===== config.mk =====
export PLATFORM = sky130hd
export DESIGN_NAME = alu_ctrl_flat
export DESIGN_NICKNAME = d
export VERILOG_FILES = /design/src/rtl/alu_ctrl_pkg.sv /design/src/rtl/alu_ctrl_if.sv /design/src/rtl/alu_ctrl_unit_mux.sv /design/src/rtl/alu_ctrl.sv /design/src/flat_wrapper.sv
export SDC_FILE = /design/constraint.sdc
export NUM_CORES = 1
export LEC_CHECK = 0
export BUFFER_PORTS_ARGS = -buffer_cell sky130_fd_sc_hd__buf_2
export CORE_ASPECT_RATIO = 1.25
export CORE_UTILIZATION = 45
export DETAILED_ROUTE_END_ITERATION = 10
export PLACE_DENSITY = 0.82
export SETUP_SLACK_MARGIN = 0.1
export SLEW_MARGIN = 20
export SYNTH_ARGS = -nofsm -noshare
export SYNTH_HDL_FRONTEND = slang
export SYNTH_SLANG_ARGS = --single-unit

===== constraint.sdc =====
create_clock -name CLK -period 4.3 [get_ports CLK]
set_clock_uncertainty 0.2 [all_clocks]
set_input_delay 0.215 -clock CLK [delete_from_list [all_inputs] [get_ports CLK]]
set_output_delay 0.215 -clock CLK [all_outputs]
set_load 0.02 [all_outputs]

===== src/rtl/alu_ctrl_pkg.sv =====
// Shared types and constants for the ALU command sequencer.
// Unit select codes match ALU_FUN[3:2].
package alu_ctrl_pkg;

    typedef enum logic [1:0] {
        IDLE  = 2'd0,
        ISSUE = 2'd1,
        WAIT  = 2'd2,
        DONE  = 2'd3
    } state_t;

    localparam logic [1:0] SEL_ARITH = 2'b00;
    localparam logic [1:0] SEL_LOGIC = 2'b01;
    localparam logic [1:0] SEL_CMP   = 2'b10;
    localparam logic [1:0] SEL_SHIFT = 2'b11;

    localparam int CMP_WIDTH = 4;

    // Enable vector bit order is {shift, cmp, logic, arith}.
    function automatic logic [3:0] sel_onehot(input logic [1:0] sel);
        logic [3:0] oh;
        case (sel)
            SEL_ARITH: oh = 4'b0001;
            SEL_LOGIC: oh = 4'b0010;
            SEL_CMP:   oh = 4'b0100;
            SEL_SHIFT: oh = 4'b1000;
            default:   oh = 4'b0000;
        endcase
        return oh;
    endfunction

endpackage


===== src/rtl/alu_ctrl_if.sv =====
// Command-side bus of the ALU sequencer: valid/ready command in, result out.
interface alu_ctrl_if #(
    parameter int WIDTH     = 8,
    parameter int OUT_WIDTH = 16
);
    import alu_ctrl_pkg::*;

    logic                 CMD_VALID;
    logic                 CMD_READY;
    logic [3:0]           ALU_FUN;
    logic [WIDTH-1:0]     A;
    logic [WIDTH-1:0]     B;
    logic [OUT_WIDTH-1:0] ALU_OUT;
    logic                 OUT_VALID;
    logic                 ERR;

    modport master (
        output CMD_VALID, ALU_FUN, A, B,
        input  CMD_READY, ALU_OUT, OUT_VALID, ERR
    );

    modport slave (
        input  CMD_VALID, ALU_FUN, A, B,
        output CMD_READY, ALU_OUT, OUT_VALID, ERR
    );

endinterface


===== src/rtl/alu_ctrl_unit_mux.sv =====
// Combinational selection of the addressed unit's completion flag and result;
// the 4-bit comparator result is zero-extended to the result width.
module alu_unit_mux
    import alu_ctrl_pkg::*;
#(
    parameter int OUT_WIDTH = 16
) (
    input  logic [1:0]           sel,
    input  logic                 arith_flag,
    input  logic                 logic_flag,
    input  logic                 cmp_flag,
    input  logic                 shift_flag,
    input  logic [OUT_WIDTH-1:0] arith_out,
    input  logic [OUT_WIDTH-1:0] logic_out,
    input  logic [OUT_WIDTH-1:0] shift_out,
    input  logic [CMP_WIDTH-1:0] cmp_out,
    output logic                 unit_flag,
    output logic [OUT_WIDTH-1:0] unit_res
);

    // Route only the addressed unit; every other flag is invisible downstream.
    always_comb begin
        unit_flag = 1'b0;
        unit_res  = '0;
        case (sel)
            SEL_ARITH: begin
                unit_flag = arith_flag;
                unit_res  = arith_out;
            end
            SEL_LOGIC: begin
                unit_flag = logic_flag;
                unit_res  = logic_out;
            end
            SEL_CMP: begin
                unit_flag = cmp_flag;
                unit_res  = {{(OUT_WIDTH-CMP_WIDTH){1'b0}}, cmp_out};
            end
            SEL_SHIFT: begin
                unit_flag = shift_flag;
                unit_res  = shift_out;
            end
            default: begin
                unit_flag = 1'b0;
                unit_res  = '0;
            end
        endcase
    end

endmodule


===== src/rtl/alu_ctrl.sv =====
// ALU command sequencer: accepts one op, pulses the one-hot unit enable,
// waits (bounded) for the unit flag and registers the result.
module alu_ctrl
    import alu_ctrl_pkg::*;
#(
    parameter int WIDTH     = 8,
    parameter int OUT_WIDTH = 16,
    parameter int TIMEOUT   = 4
) (
    input  logic                 CLK,
    input  logic                 RST,
    alu_ctrl_if.slave            cmd,
    output logic [WIDTH-1:0]     OP_A,
    output logic [WIDTH-1:0]     OP_B,
    output logic [1:0]           UNIT_FUN,
    output logic                 ARITH_Enable,
    output logic                 LOGIC_Enable,
    output logic                 CMP_Enable,
    output logic                 SHIFT_Enable,
    input  logic [OUT_WIDTH-1:0] ARITH_OUT,
    input  logic [OUT_WIDTH-1:0] LOGIC_OUT,
    input  logic [OUT_WIDTH-1:0] SHIFT_OUT,
    input  logic [CMP_WIDTH-1:0] CMP_OUT,
    input  logic                 ARITH_Flag,
    input  logic                 LOGIC_Flag,
    input  logic                 CMP_Flag,
    input  logic                 SHIFT_Flag
);

    localparam int              CNT_W   = $clog2(TIMEOUT + 1);
    localparam logic [CNT_W-1:0] CNT_MAX = CNT_W'(TIMEOUT);

    state_t               state_q, state_d;
    logic [WIDTH-1:0]     op_a_q, op_a_d;
    logic [WIDTH-1:0]     op_b_q, op_b_d;
    logic [1:0]           unit_fun_q, unit_fun_d;
    logic [1:0]           sel_q, sel_d;
    logic [3:0]           en_q, en_d;
    logic [CNT_W-1:0]     cnt_q, cnt_d;
    logic [OUT_WIDTH-1:0] alu_out_q, alu_out_d;
    logic                 out_valid_q, out_valid_d;
    logic                 err_q, err_d;
    logic                 ready_q, ready_d;

    logic                 unit_flag_s;
    logic [OUT_WIDTH-1:0] unit_res_s;
    logic                 accept_s;

    alu_unit_mux #(.OUT_WIDTH(OUT_WIDTH)) u_mux (
        .sel        (sel_q),
        .arith_flag (ARITH_Flag),
        .logic_flag (LOGIC_Flag),
        .cmp_flag   (CMP_Flag),
        .shift_flag (SHIFT_Flag),
        .arith_out  (ARITH_OUT),
        .logic_out  (LOGIC_OUT),
        .shift_out  (SHIFT_OUT),
        .cmp_out    (CMP_OUT),
        .unit_flag  (unit_flag_s),
        .unit_res   (unit_res_s)
    );

    assign accept_s = cmd.CMD_VALID & ready_q;

    // Next-state and output decode; the enable is registered at accept so it is high only in ISSUE.
    always_comb begin
        state_d     = state_q;
        op_a_d      = op_a_q;
        op_b_d      = op_b_q;
        unit_fun_d  = unit_fun_q;
        sel_d       = sel_q;
        en_d        = 4'b0000;
        cnt_d       = cnt_q;
        alu_out_d   = alu_out_q;
        out_valid_d = 1'b0;
        err_d       = 1'b0;
        ready_d     = 1'b0;

        case (state_q)
            IDLE, DONE: begin
                if (accept_s) begin
                    op_a_d     = cmd.A;
                    op_b_d     = cmd.B;
                    unit_fun_d = cmd.ALU_FUN[1:0];
                    sel_d      = cmd.ALU_FUN[3:2];
                    en_d       = sel_onehot(cmd.ALU_FUN[3:2]);
                    state_d    = ISSUE;
                end else begin
                    state_d    = IDLE;
                end
            end
            ISSUE: begin
                cnt_d   = '0;
                state_d = WAIT;
            end
            WAIT: begin
                // A flag in the final counted cycle still wins over the abort.
                if (unit_flag_s) begin
                    alu_out_d   = unit_res_s;
                    out_valid_d = 1'b1;
                    state_d     = DONE;
                end else if (cnt_q == CNT_MAX) begin
                    alu_out_d = '0;
                    err_d     = 1'b1;
                    state_d   = DONE;
                end else begin
                    cnt_d = cnt_q + CNT_W'(1);
                end
            end
            default: begin
                state_d = IDLE;
            end
        endcase

        ready_d = (state_d == IDLE) || (state_d == DONE);
    end

    // State and output registers.
    always_ff @(posedge CLK or negedge RST) begin
        if (!RST) begin
            state_q     <= IDLE;
            op_a_q      <= '0;
            op_b_q      <= '0;
            unit_fun_q  <= 2'b00;
            sel_q       <= 2'b00;
            en_q        <= 4'b0000;
            cnt_q       <= '0;
            alu_out_q   <= '0;
            out_valid_q <= 1'b0;
            err_q       <= 1'b0;
            ready_q     <= 1'b1;
        end else begin
            state_q     <= state_d;
            op_a_q      <= op_a_d;
            op_b_q      <= op_b_d;
            unit_fun_q  <= unit_fun_d;
            sel_q       <= sel_d;
            en_q        <= en_d;
            cnt_q       <= cnt_d;
            alu_out_q   <= alu_out_d;
            out_valid_q <= out_valid_d;
            err_q       <= err_d;
            ready_q     <= ready_d;
        end
    end

    assign OP_A          = op_a_q;
    assign OP_B          = op_b_q;
    assign UNIT_FUN      = unit_fun_q;
    assign ARITH_Enable  = en_q[0];
    assign LOGIC_Enable  = en_q[1];
    assign CMP_Enable    = en_q[2];
    assign SHIFT_Enable  = en_q[3];
    assign cmd.CMD_READY = ready_q;
    assign cmd.ALU_OUT   = alu_out_q;
    assign cmd.OUT_VALID = out_valid_q;
    assign cmd.ERR       = err_q;

endmodule

===== src/flat_wrapper.sv =====
// flat-port wrapper written by rule: the top's interface ports become plain ports
module alu_ctrl_flat import alu_ctrl_pkg::*;
#(
    parameter int WIDTH     = 8,
    parameter int OUT_WIDTH = 16,
    parameter int TIMEOUT   = 4
)
  (CLK, RST, OP_A, OP_B, UNIT_FUN, ARITH_Enable, LOGIC_Enable, CMP_Enable, SHIFT_Enable, ARITH_OUT, LOGIC_OUT, SHIFT_OUT, CMP_OUT, ARITH_Flag, LOGIC_Flag, CMP_Flag, SHIFT_Flag, cmd_CMD_VALID, cmd_ALU_FUN, cmd_A, cmd_B, cmd_CMD_READY, cmd_ALU_OUT, cmd_OUT_VALID, cmd_ERR);
  alu_ctrl_if #(.WIDTH(WIDTH), .OUT_WIDTH(OUT_WIDTH)) cmd_i ();
  input  logic CLK;
  input  logic RST;
  output logic [WIDTH-1:0] OP_A;
  output logic [WIDTH-1:0] OP_B;
  output logic [1:0] UNIT_FUN;
  output logic ARITH_Enable;
  output logic LOGIC_Enable;
  output logic CMP_Enable;
  output logic SHIFT_Enable;
  input  logic [OUT_WIDTH-1:0] ARITH_OUT;
  input  logic [OUT_WIDTH-1:0] LOGIC_OUT;
  input  logic [OUT_WIDTH-1:0] SHIFT_OUT;
  input  logic [CMP_WIDTH-1:0] CMP_OUT;
  input  logic ARITH_Flag;
  input  logic LOGIC_Flag;
  input  logic CMP_Flag;
  input  logic SHIFT_Flag;
  input wire logic [$bits(cmd_i.CMD_VALID)-1:0] cmd_CMD_VALID;
  input wire logic [$bits(cmd_i.ALU_FUN)-1:0] cmd_ALU_FUN;
  input wire logic [$bits(cmd_i.A)-1:0] cmd_A;
  input wire logic [$bits(cmd_i.B)-1:0] cmd_B;
  output wire logic [$bits(cmd_i.CMD_READY)-1:0] cmd_CMD_READY;
  output wire logic [$bits(cmd_i.ALU_OUT)-1:0] cmd_ALU_OUT;
  output wire logic [$bits(cmd_i.OUT_VALID)-1:0] cmd_OUT_VALID;
  output wire logic [$bits(cmd_i.ERR)-1:0] cmd_ERR;
  assign cmd_i.CMD_VALID = cmd_CMD_VALID;
  assign cmd_i.ALU_FUN = cmd_ALU_FUN;
  assign cmd_i.A = cmd_A;
  assign cmd_i.B = cmd_B;
  assign cmd_CMD_READY = cmd_i.CMD_READY;
  assign cmd_ALU_OUT = cmd_i.ALU_OUT;
  assign cmd_OUT_VALID = cmd_i.OUT_VALID;
  assign cmd_ERR = cmd_i.ERR;
  alu_ctrl #(.WIDTH(WIDTH), .OUT_WIDTH(OUT_WIDTH), .TIMEOUT(TIMEOUT)) u_core (.CLK(CLK), .RST(RST), .cmd(cmd_i), .OP_A(OP_A), .OP_B(OP_B), .UNIT_FUN(UNIT_FUN), .ARITH_Enable(ARITH_Enable), .LOGIC_Enable(LOGIC_Enable), .CMP_Enable(CMP_Enable), .SHIFT_Enable(SHIFT_Enable), .ARITH_OUT(ARITH_OUT), .LOGIC_OUT(LOGIC_OUT), .SHIFT_OUT(SHIFT_OUT), .CMP_OUT(CMP_OUT), .ARITH_Flag(ARITH_Flag), .LOGIC_Flag(LOGIC_Flag), .CMP_Flag(CMP_Flag), .SHIFT_Flag(SHIFT_Flag));
endmodule

---- Word level (Yosys, flattened, before mapping) ----
Cells that the tools add are included.
storage, ports and cells
  flip-flop bits (word level) ............. 48
  input bits .............................. 79
  output and inout bits ................... 41
  logic and storage cells ................. 56
cells by class
  add/sub/neg operators ................... 1
  equal/unequal tests ..................... 13
  muxes and demuxes ....................... 19
  bitwise gates (word level) .............. 1
  reduce and logical (&&, ||, !) cells .... 11
operators with widths
  operator                                                          number
  16-bit one-hot mux with 4 select lines                            1
  16-bit two-way mux                                                2
  4-bit one-hot mux with 4 select lines                             1
  2-bit == test (second input constant)                             7
  2-bit logical NOT                                                 4
  4-bit two-way mux                                                 2
  2-bit by 1-bit == test with 1-bit output (second input constant)  3
  1-bit two-way mux                                                 6
  3-bit two-way mux                                                 2
  2-bit one-hot mux with 3 select lines                             1
  3-bit one-hot mux with 2 select lines                             1
  2-bit two-way mux                                                 2
  2-bit != test (second input constant)                             2
  1-bit one-hot mux with 4 select lines                             1
  2-bit AND reduction                                               2
  2-bit nonzero test                                                2
  3-bit by 1-bit adder with 3-bit output (second input constant)    1
  3-bit == test (second input constant)                             1
  3-bit AND reduction                                               1
  2-bit OR reduction                                                1
  1-bit AND                                                         1
  1-bit logical OR                                                  1

---- Longest topological paths before layout ----
Gate-level depths: netlist (run 1).
  depth in word-level cells ............... 6
  depth in mapped cells ................... 7
  gate-level depth less buffers ........... 5

---- Hierarchy ----
A second synthesis (run 1) with hierarchy kept.
unflattened totals
  cells, all modules ...................... 158
  area, all modules ....................... 2351.0 um^2
modules (own cells, without submodules)
  module        times used  cells each  area each (um^2)  sequential area each (um^2)
  alu_ctrl      1           123         1910.6            1202.4
  alu_unit_mux  1           35          440.4             0.0

---- Least setup slack after synthesis (run 1) ----
OpenSTA, ideal clock, no wires.
  path kind ............................... register to register
  start ................................... register u_core.sel_q[0]
  end ..................................... register u_core.cnt_q[2]
  setup time .............................. 0.123 ns
  arrival time ............................ 1.670 ns
  data required time ...................... 3.977 ns
  setup slack ............................. 2.307 ns
  cell stages (with the launch flop) ...... 5
  path buffers ............................ 1
  period minus slack after synthesis ...... 1.993 ns
  path through ............................ dfrtp_1 -> buf_6 -> mux4_2 -> or4b_1 -> o221a_2
on the way
  cells in the longest elaborated chain, start to end .. 4
  elaborated cells on any way between the ends .. 7
  those cells by class .................... eq/ne: 4; mux: 1; reduce/logical: 2
ends and longest elaborated chain
  item                                         line                     source
  start, declared                              alu_ctrl.sv:37           logic [1:0] sel_q, sel_d;
  start signal, assigned                       alu_ctrl.sv:137          sel_q <= sel_d;
  2-bit == test, or another cell as far along  alu_ctrl_unit_mux.sv:25  case (sel)
  1-bit one-hot mux with 4 select lines (*)    alu_ctrl_unit_mux.sv:25
  2-bit != test (no source line) (*)           -
  3-bit AND reduction (no source line) (*)     -
  end signal, assigned                         alu_ctrl.sv:139          cnt_q <= cnt_d;
  end, declared                                alu_ctrl.sv:39           logic [CNT_W-1:0] cnt_q, cnt_d;
Mark *: on every way between the ends. The rest lies on a longest branch, timed or not.
A chain may end at the register's enable or synchronous reset.

---- Worst setup path after layout (run 1) ----
  start ................................... register u_core.sel_q[0]
  end ..................................... register u_core.alu_out_q[1], in the netlist u_core.cmd.ALU_OUT[1]
on the way
  cells in the longest elaborated chain, start to end .. 4
  elaborated cells on any way between the ends .. 9
  those cells by class .................... eq/ne: 3; mux: 3; reduce/logical: 3
ends and longest elaborated chain
  item                                         line                     source
  2-bit == test, or another cell as far along  alu_ctrl_unit_mux.sv:25
  1-bit one-hot mux with 4 select lines        alu_ctrl_unit_mux.sv:25
  2-bit nonzero test (no source line)          -
  2-bit AND reduction (no source line)         -
  end signal, assigned                         alu_ctrl.sv:140          alu_out_q <= alu_out_d;
  end, declared                                alu_ctrl.sv:40           logic [OUT_WIDTH-1:0] alu_out_q, alu_out_d;
Parallel ways exist; a longest one is shown, timed or not.

==> results of run 1 <==
==> layout by cell type, fill, tap and decap left out, drive strengths merged, types with 2 or more instances in the layout <==
cell and count:
nor3b 2, nand2 9, clkbuf 8, mux4 5
dfrtp 47, inv 7, and3 2, mux2 31
a22o 4, o21ai 2, nor2 6, a22oi 12
buf 119, ha 4, dlygate4sd3 21, o2bb2ai 12
==> report_power, final <==
part | switching [mW] | total, mW | internal (mW)
clock | 0.135 | 0.251 | 0.116
sequential | 0.158 | 0.812 | 0.654
combinational | 0.566 | 1.04 | 0.477
total | 0.859 | 2.11 | 1.25
==> worst min-delay path, stage by stage <==
cell       delay (ns)
buf_2            0.08
a22oi_1          0.07
o2bb2ai_1        0.12
==> kinds of logic after synthesis <==
| group | after synthesis |
|---|---|
| buffers and inverters | 18 |
| AOI/OAI and AO/OA | 34 |
| adders and majority gates | 4 |
| muxes | 36 |
| DFF | 48 |
| and+or+nand+nor | 24 |
==> repair_timing <==
action / in CTS / in global routing
hold buffers: 21 / 0
hold endpoints to repair: 70 / 0
gates resized for setup: 0 / 0
==> per-layer routing <==
metal	share of wire, %	up-vias	GRT usage (%)	wire [um]
li1	-	879	-	-
met4	1.2	0	7.333	61
met3	6.8	7	4.972	360
met1	40	901	23.35	2093
met5	0	-	0	0
met2	52	84	38.75	2769
==> state kept, by name (all words and copies together) (netlist names), 2 cells and up <==
register	count
u_core.OP_B	8
u_core.UNIT_FUN	2
u_core.cmd.ALU_OUT	16
u_core.state_q	2
u_core.OP_A	8
u_core.cnt_q	3
u_core.en_q	4
u_core.sel_q	2
==> final timing paths <==
| path | endpoint | slack, ns | depth (start not counted) |
|---|---|---|---|
| hold / removal | u_core.cmd.ALU_OUT[14] | 0.02 | 3 |
| setup reg to reg | u_core.cmd.ALU_OUT[1] | 1.67 | 4 |
| setup / recovery | u_core.cmd.ALU_OUT[1] | 1.67 | 4 |
| hold reg to reg | u_core.cmd.ALU_OUT[10] | 0.29 | 1 |
| max in group asynchronous | u_core.state_q[1] | 3.24 | 2 |
| min in group asynchronous | u_core.cmd.ALU_OUT[8] | 0.26 | 2 |
==> area by class of cell <==
class	instances	area share, %
clock buffers	8	2.564
multi-input cells	98	29.81
well taps	60	2.404
repair buffers	140	25.88
inverters	7	0.8413
flip-flops and latches	48	38.50
==> results.json, run 1 <==
{
  "status": "complete, no violations",
  "drv_slew": 0,
  "crit_required_ns": 4.29,
  "cap_violations": 0,
  "htreeDepth": 2,
  "synth_compound_gate_area_share_pct": 12.99,
  "firstDrtPassIters": 4,
  "power_mw": 2.106,
  "min_period_ns": 2.631,
  "path_cells": "mux4_2, nand2_1, inv_1, a22o_1",
  "cts-root-buf": "clkbuf_8",
  "cts_setup_buffers": 0,
  "fin_ws_ns": 1.669,
  "drt-total-wl_um": 5285,
  "ant_nets": 0,
  "core_area_um2": 4730,
  "worstPathMaxFanout": 19,
  "start_util_pct": 46.83,
  "synth_xor_xnor_area_share_pct": 0,
  "dp_cells": 332,
  "place_congestion": 0.7542,
  "syn_area_um2": 2215,
  "ios": 120,
  "ys.flop_type": "dfrtp_1",
  "hp-class": "input port to flip-flop",
  "async_flop_share_pct": 100.0,
  "synth.net_count": 247,
  "post-place-ws_ns": 1.657,
  "syn_inst": 164,
  "reg2reg_from": "u_core.sel_q[0]",
  "fin_crit_sh_pct": 61.18,
  "hold_violations": 0,
  "clk_pin_slew_ns": 0.08,
  "cp-end-kind": "flip-flop",
  "final_core_util_pct": 66.03,
  "antennaDiodeCount": 0,
  "holdWs_ns": 0.02098,
  "fmax_mhz": 380.1,
  "post-route-drc-count": 0,
  "cts_buffers": 5,
  "dpl.hpwl_um": 3735,
  "yosys.area_share.simple_pct": 5.254,
  "dieArea_um2": 5208,
  "die_y_um": 80.44,
  "critPathLaunchType": "flip-flop",
  "fin_cells": 361,
  "synthTopCellsByArea": "dfrtp_1, mux2_2, mux4_1",
  "worst-setup-path-type": "flip-flop to flip-flop",
  "drtIter0Drc": 80,
  "antenna_found_initial": 0,
  "grt-ovfl-total": 0,
  "fillerInstances": 361,
  "fin_area_um2": 3123,
  "io_buffers": 119,
  "yosys_warnings": 0,
  "startpoint": "u_core.sel_q[0]",
  "ys_seq_area_share_pct": 54.29,
  "cp.buffers_inverters": 1,
  "grt_start_max_net_pins": 49,
  "yosysMostFrequentCell": "dfrtp_1",
  "yosys.area.top_type": "dfrtp_1",
  "worstHoldStart": "ARITH_OUT[14]",
  "synthMuxAreaShare_pct": 21.53,
  "crit_family": "flip-flops",
  "relSlewSlack_pct": 38.87,
  "tns_ns": 0,
  "worstMarginPinSlew_ns": 0.9170,
  "vias": 1871,
  "ys_types": 30,
  "cellPowerDensity_nw_per_um2": 674.4,
  "rows": 28,
  "grt_usage_pct": 21.09,
  "grt_pass1_wl_um": 8238,
  "vdd_drop_max_mv": 0.3383,
  "synth_fa_ha_area_share_pct": 2.260,
  "cts.sinks": 48,
  "synth_top_family_by_area": "multiplexers",
  "layout.nets": 383,
  "die_w_um": 64.75,
  "multiInputGateArea_um2": 930.9,
  "grt_pass1_vias": 1846,
  "yosysTopAreaCellShare_pct": 53.11,
  "place_area_um2": 2830,
  "synthToLayoutAreaGrowth_pct": 41.02,
  "cp_slowest_cell": "dfrtp_1",
  "synth-edff-count": 0,
  "clk_latency_ns": 0.29,
  "rsz0062_at_grt": "false",
  "leakagePower_nw": 1.569,
  "synth.avg_cell_area_um2": 13.50,
  "slowest_delay_ns": 0.81,
  "cts_tree": "built",
  "wl_per_cell_um": 14.64,
  "finalSetupViolCount": 0,
  "drive_above_1_share_pct": 52.82,
  "yosys-top-cells-count": "dfrtp_1, mux2_2, a22oi_1, o2bb2ai_1, nand2_1",
  "final-seq-area_um2": 1202,
  "critPathArrivalTime_ns": 2.62,
  "ys_seq_elements": 48,
  "cts_buffer_depth": 2,
  "routed_via_density": 5.183
}
No activity file was read; power rests on OpenSTA's default activity.
==> run 2: changes to the inputs <==
Settings changed: CORE_UTILIZATION 45 to 40, PLACE_DENSITY 0.82 to 0.77.
Clock period 4.3 ns to 2.2 ns, I/O delays scaled along.
==> run 2 against run 1 <==
Compared with the run above: final cell count rose by 6.6%; largest cell class unchanged; worst hold slack improved by 0.015 ns; critical path type unchanged; global-route usage fell by 0.34 points; register-to-register slack lost 1.4 ns; clock power increased by 96%; routed wire length rose by 8.8%; maximum frequency grew 33%; critical endpoint is now u_core.cnt_q[2]; combinational power grew 120%; sequential share of layout area shrank 2.5 points; non-clock buffer count up 22.
==> results.json, run 2 (synthesis gave the netlist of run 1 again) <==
{
  "worstHoldStart": "LOGIC_OUT[6]",
  "antennaDiodeCount": 0,
  "startpoint": "u_core.sel_q[0]",
  "firstDrtPassIters": 4,
  "sw_frac_of_total_pct": 40.36,
  "vias": 1975,
  "routed_via_density": 5.130,
  "drv_slew": 0,
  "die_w_um": 68.55,
  "largest_reg_flops": 16,
  "final_cell_mix": "buf_2, dfrtp_1, dlygate4sd3_1",
  "p_seq_share_pct": 35.1,
  "cellPowerDensity_nw_per_um2": 1266,
  "clk_pin_slew_ns": 0.08,
  "dpl.hpwl_um": 4048,
  "drt-total-wl_um": 5752,
  "grt_pass1_vias": 2106,
  "p_int_mw": 2.521,
  "ios": 120,
  "relSlewSlack_pct": 50.23,
  "drive_above_1_share_pct": 51.70,
  "cts-hold-fix-buffers": 36,
  "critPathLaunchType": "flip-flop",
  "cts_buffer_depth": 2,
  "layout.nets": 405,
  "dp_cells": 341,
  "clk_latency_ns": 0.29,
  "p_clk_share_pct": 11.6,
  "antenna_found_initial": 0,
  "finalSetupViolCount": 0,
  "cap_violations": 0,
  "fillerInstances": 394,
  "crit_required_ns": 2.18,
  "fin_crit_sh_pct": 89.60,
  "hold_violations": 0,
  "rsz0062_at_grt": "false",
  "cts_setup_buffers": 0,
  "cts.sinks": 48,
  "cts_tree": "built",
  "status": "complete, no violations",
  "mostFrequentLayoutCell": "buf_2",
  "wl_per_cell_um": 14.94,
  "vdd_drop_max_mv": 0.7201,
  "drtIter0Drc": 65,
  "start_util_pct": 42.68,
  "cts_buffers": 5,
  "fin_cells": 385,
  "comb_power_share_pct": 53.3,
  "cp-end-kind": "flip-flop",
  "cts-root-buf": "clkbuf_8",
  "worstPathMaxFanout": 8,
  "rows": 29,
  "switching_power_mw": 1.706,
  "tns_ns": 0,
  "grt_usage_pct": 20.75,
  "worst-setup-path-type": "flip-flop to flip-flop",
  "worstMarginPinSlew_ns": 0.7438,
  "die_y_um": 85.19,
  "reg2reg_from": "u_core.sel_q[0]",
  "grt-ovfl-total": 0,
  "htreeDepth": 2,
  "io_buffers": 119,
  "min_period_ns": 1.971,
  "ant_nets": 0,
  "cts_resized": 0,
  "grt_start_max_net_pins": 27,
  "dieArea_um2": 5840,
  "fmax_mhz": 507.3,
  "post-route-drc-count": 0,
  "grt_pass1_wl_um": 9059,
  "critPathArrivalTime_ns": 1.95,
  "leakagePower_nw": 1.676,
  "place_congestion": 0.8833,
  "synthToLayoutAreaGrowth_pct": 50.79,
  "hp-class": "input port to flip-flop",
  "core_area_um2": 5189
}
-- run 2: cell types whose count changed in the layout (fill, tap and decap cells not counted), sizes merged --
| cell | previous run | this run |
|---|---|---|
| buf | 119 | 126 |
| clkbuf | 8 | 7 |
| clkinv | 0 | 1 |
| dlygate4sd3 | 21 | 36 |
-- run 2: power by group through the flow --
| stage | Sequential (mW) | Combinational, mW | Clock, mW |
|---|---|---|---|
| floorplan | 1.87 | 1.15 | 0 |
| global placement | 1.48 | 2.15 | 0 |
| detailed placement | 1.49 | 2.22 | 0 |
| CTS | 1.48 | 2.27 | 0.518 |
| global route | 1.53 | 2.45 | 0.543 |
| finish | 1.48 | 2.25 | 0.492 |
-- run 2: path summary, 6_finish.rpt --
| check | slack (ns) | to | cells after the start |
|---|---|---|---|
| max | 0.23 | u_core.cnt_q[2] | 3 |
| min | 0.04 | u_core.cmd.ALU_OUT[6] | 4 |
| max reg2reg | 0.23 | u_core.cnt_q[2] | 3 |
| min reg2reg | 0.29 | u_core.cmd.ALU_OUT[6] | 1 |
| max in group asynchronous | 0.99 | u_core.OP_A[7] | 3 |
| min in group asynchronous | 0.15 | u_core.cmd.ALU_OUT[8] | 2 |
-- run 2: worst max-delay path: stages, from the launching register on --
cell and delay, ns:
dfrtp_1 0.38, mux4_2 0.62, or4b_1 0.53, o221a_2 0.13
-- run 2: layout make-up --
cell class | count | area, um2 | area share (%)
sequential | 48 | 1202 | 36.01
timing repair buffer | 162 | 1021 | 30.57
multi-input combinational | 98 | 930.9 | 27.88
tap | 62 | 77.57 | 2.323
clock buffer | 7 | 76.32 | 2.286
inverter | 7 | 26.28 | 0.7868
clock inverter | 1 | 5.005 | 0.1499
-- run 2: metal layers --
metal	wire length, um	global-route usage (%)	vias up
met5	0	0	-
met3	476	4.704	12
li1	-	-	924
met1	2253	23.15	943
met2	2920	36.63	96
met4	102	8.523	0
-- run 2: stage by stage --
stage          util, %  area, um2  power (mW)  setup slack [ns]  hold slack (ns)
6_report         64.36       3339       4.228            0.2288          0.03584
5_1_grt          64.36       3339       4.525            0.1208          0.06046
4_1_cts          64.36       3339       4.270            0.2184          0.03078
3_5_place_dp     55.85       2898       3.706            0.2087         -0.04498
3_3_place_gp     55.85       2898       3.632            0.2895         -0.06323
2_1_floorplan        -       2215       3.021            0.2074          -0.3856
==> run 3: changes to the inputs <==
--- a/config.mk
+++ b/config.mk
@@ -8,3 +8,4 @@
 export BUFFER_PORTS_ARGS = -buffer_cell sky130_fd_sc_hd__buf_2
-export CORE_ASPECT_RATIO = 1.25
+export CAP_MARGIN = 0
+export CORE_ASPECT_RATIO = 1.2
 export CORE_UTILIZATION = 40
--- a/constraint.sdc
+++ b/constraint.sdc
@@ -4,2 +4,2 @@
 set_output_delay 0.11 -clock CLK [all_outputs]
-set_load 0.02 [all_outputs]
+set_load 0.1 [all_outputs]
==> run 3 against run 2 <==
Compared with the run above: sequential cell count stayed put; routed wire length is 0.21% lower; critical path depth stayed put; count of clock-buffer cells in the layout is 1 lower; first-iteration DRC count is 48% higher; die area hardly changed; setup slack worse by 0.065 ns; register-to-register slack worse by 0.07 ns; final cell count is 0.26% higher; worst hold slack worse by 0.0020 ns; via count is 1.1% higher; maximum frequency is 3.2% lower; highest routed layer unchanged.
==> results.json, run 3 (synthesis gave the netlist of run 1 again) <==
{
  "wl_met2_um": 3098,
  "cts.sinks": 48,
  "drtIter0Drc": 96,
  "finalSetupViolCount": 0,
  "drt-total-wl_um": 5740,
  "grt_pass1_vias": 2122,
  "fmax_mhz": 491.0,
  "dr_wl_met3_um": 342,
  "grt_start_max_net_pins": 27,
  "cp-end-kind": "flip-flop",
  "ios": 120,
  "cts_tree": "built",
  "routed_via_density": 5.171,
  "rsz0062_at_grt": "false",
  "clk_pin_slew_ns": 0.09,
  "io_buffers": 119,
  "rows": 29,
  "critPathLaunchType": "flip-flop",
  "layout.nets": 406,
  "min_period_ns": 2.036,
  "grt_pass1_wl_um": 9515,
  "slowest_delay_ns": 0.61,
  "mostFrequentLayoutCell": "buf_2",
  "dieArea_um2": 5839,
  "antennaDiodeCount": 0,
  "worstPathMaxFanout": 8,
  "post-route-drc-count": 0,
  "cp_slowest_cell": "mux4_2",
  "grt_usage_pct": 20.71,
  "wl_per_cell_um": 14.87,
  "cts-root-buf": "clkbuf_8",
  "status": "complete, no violations",
  "cts_buffer_depth": 2,
  "rrSetupSlack_ns": 0.16,
  "final_cell_mix": "buf_2, dfrtp_1, dlygate4sd3_1",
  "ant_nets": 0,
  "multiInputGateArea_um2": 930.9,
  "crit_required_ns": 2.20,
  "fillerInstances": 422,
  "cap_violations": 0,
  "antenna_found_initial": 0,
  "largest_reg_flops": 16,
  "dpl.hpwl_um": 3868,
  "final-seq-area_um2": 1206,
  "core_area_um2": 5298,
  "clk_latency_ns": 0.29,
  "vias": 1996,
  "hp-class": "input port to flip-flop",
  "worst-setup-path-type": "flip-flop to flip-flop",
  "htreeDepth": 2,
  "place_congestion": 0.8213,
  "drv_slew": 0,
  "drive_above_1_share_pct": 51.85,
  "top_layer": "met4",
  "cts_buffers": 5,
  "critPathArrivalTime_ns": 2.03,
  "synthToLayoutAreaGrowth_pct": 52.03,
  "fin_crit_sh_pct": 92.57,
  "start_util_pct": 41.80,
  "firstDrtPassIters": 4,
  "worstMarginPinSlew_ns": 0.5368,
  "grt-ovfl-total": 0,
  "relSlewSlack_pct": 63.76,
  "die_y_um": 83.51,
  "wl_met1_um": 2167,
  "path_cells": "mux4_2, o311ai_0, o21ai_0",
  "hold_violations": 0,
  "tns_ns": 0,
  "die_w_um": 69.93
}
-- run 3: cell count changes in the layout (fill, tap and decap cells not counted) --
cell and delta:
buf_12 -1, dfstp_4 +1, dfstp_2 -1, dlygate4sd3_1 +1, buf_4 +1, clkbuf_1 -1, bufinv_16 +1
-- run 3: timing repair --
item | 4_1_cts | 5_1_grt
buffers inserted | 0 | 0
endpoints found under the hold margin | 85 | 0
resized for setup | 0 | 0
hold buffers | 37 | 0
-- run 3: layout make-up --
cell class                 count  share of cell area [%]
sequential                    48                   35.82
timing repair buffer         163                   30.25
multi-input combinational     98                   27.65
tap                           62                   2.304
clock buffer                   6                   2.155
clock inverter                 2                   1.041
inverter                       7                  0.7804
-- run 3: stage by stage --
| stage | setup slack, ns | utilization, % | area (um2) | std cells | hold slack [ns] |
|---|---|---|---|---|---|
| final | 0.1635 | 63.56 | 3367 | 386 | 0.03381 |
| after global placement | 0.2890 | 54.53 | 2889 | 341 | -0.2812 |
| after floorplan | 0.2023 | - | 2221 | 164 | -0.3856 |
| after CTS | 0.1974 | 63.56 | 3367 | 386 | 0.02611 |
| after detailed placement | 0.1947 | 54.53 | 2889 | 341 | -0.2756 |
| after global routing | 0.1605 | 63.56 | 3367 | 386 | 0.04462 |
-- run 3: metal layers --
layer	global-route usage, %	vias up
met5	0	-
met4	6.909	0
met3	4.952	14
li1	-	933
met1	22.46	965
met2	38.81	84
-- run 3: path summary, 6_finish.rpt --
check / startpoint / end / cells past startpoint
setup reg to reg: u_core.sel_q[0] / u_core.cmd.CMD_READY / 3
max in group asynchronous: RST / u_core.cnt_q[2] / 3
hold reg to reg: u_core.cmd.ALU_OUT[7] / u_core.cmd.ALU_OUT[7] / 1
setup / recovery: u_core.sel_q[0] / u_core.cmd.CMD_READY / 3
min in group asynchronous: RST / u_core.cmd.ALU_OUT[2] / 3
hold / removal: LOGIC_OUT[8] / u_core.cmd.ALU_OUT[8] / 4
-- run 3: critical path: cells and delay by family (launching register included) --
family,cells,cell delay [ns]
AO/OA/AOI/OAI,2,0.75
multiplexers,1,0.61
flip-flops,1,0.38
Power of run 3 is not shown: default switching activity piles up to over one toggle a cycle in this logic, so the estimate is an artifact.
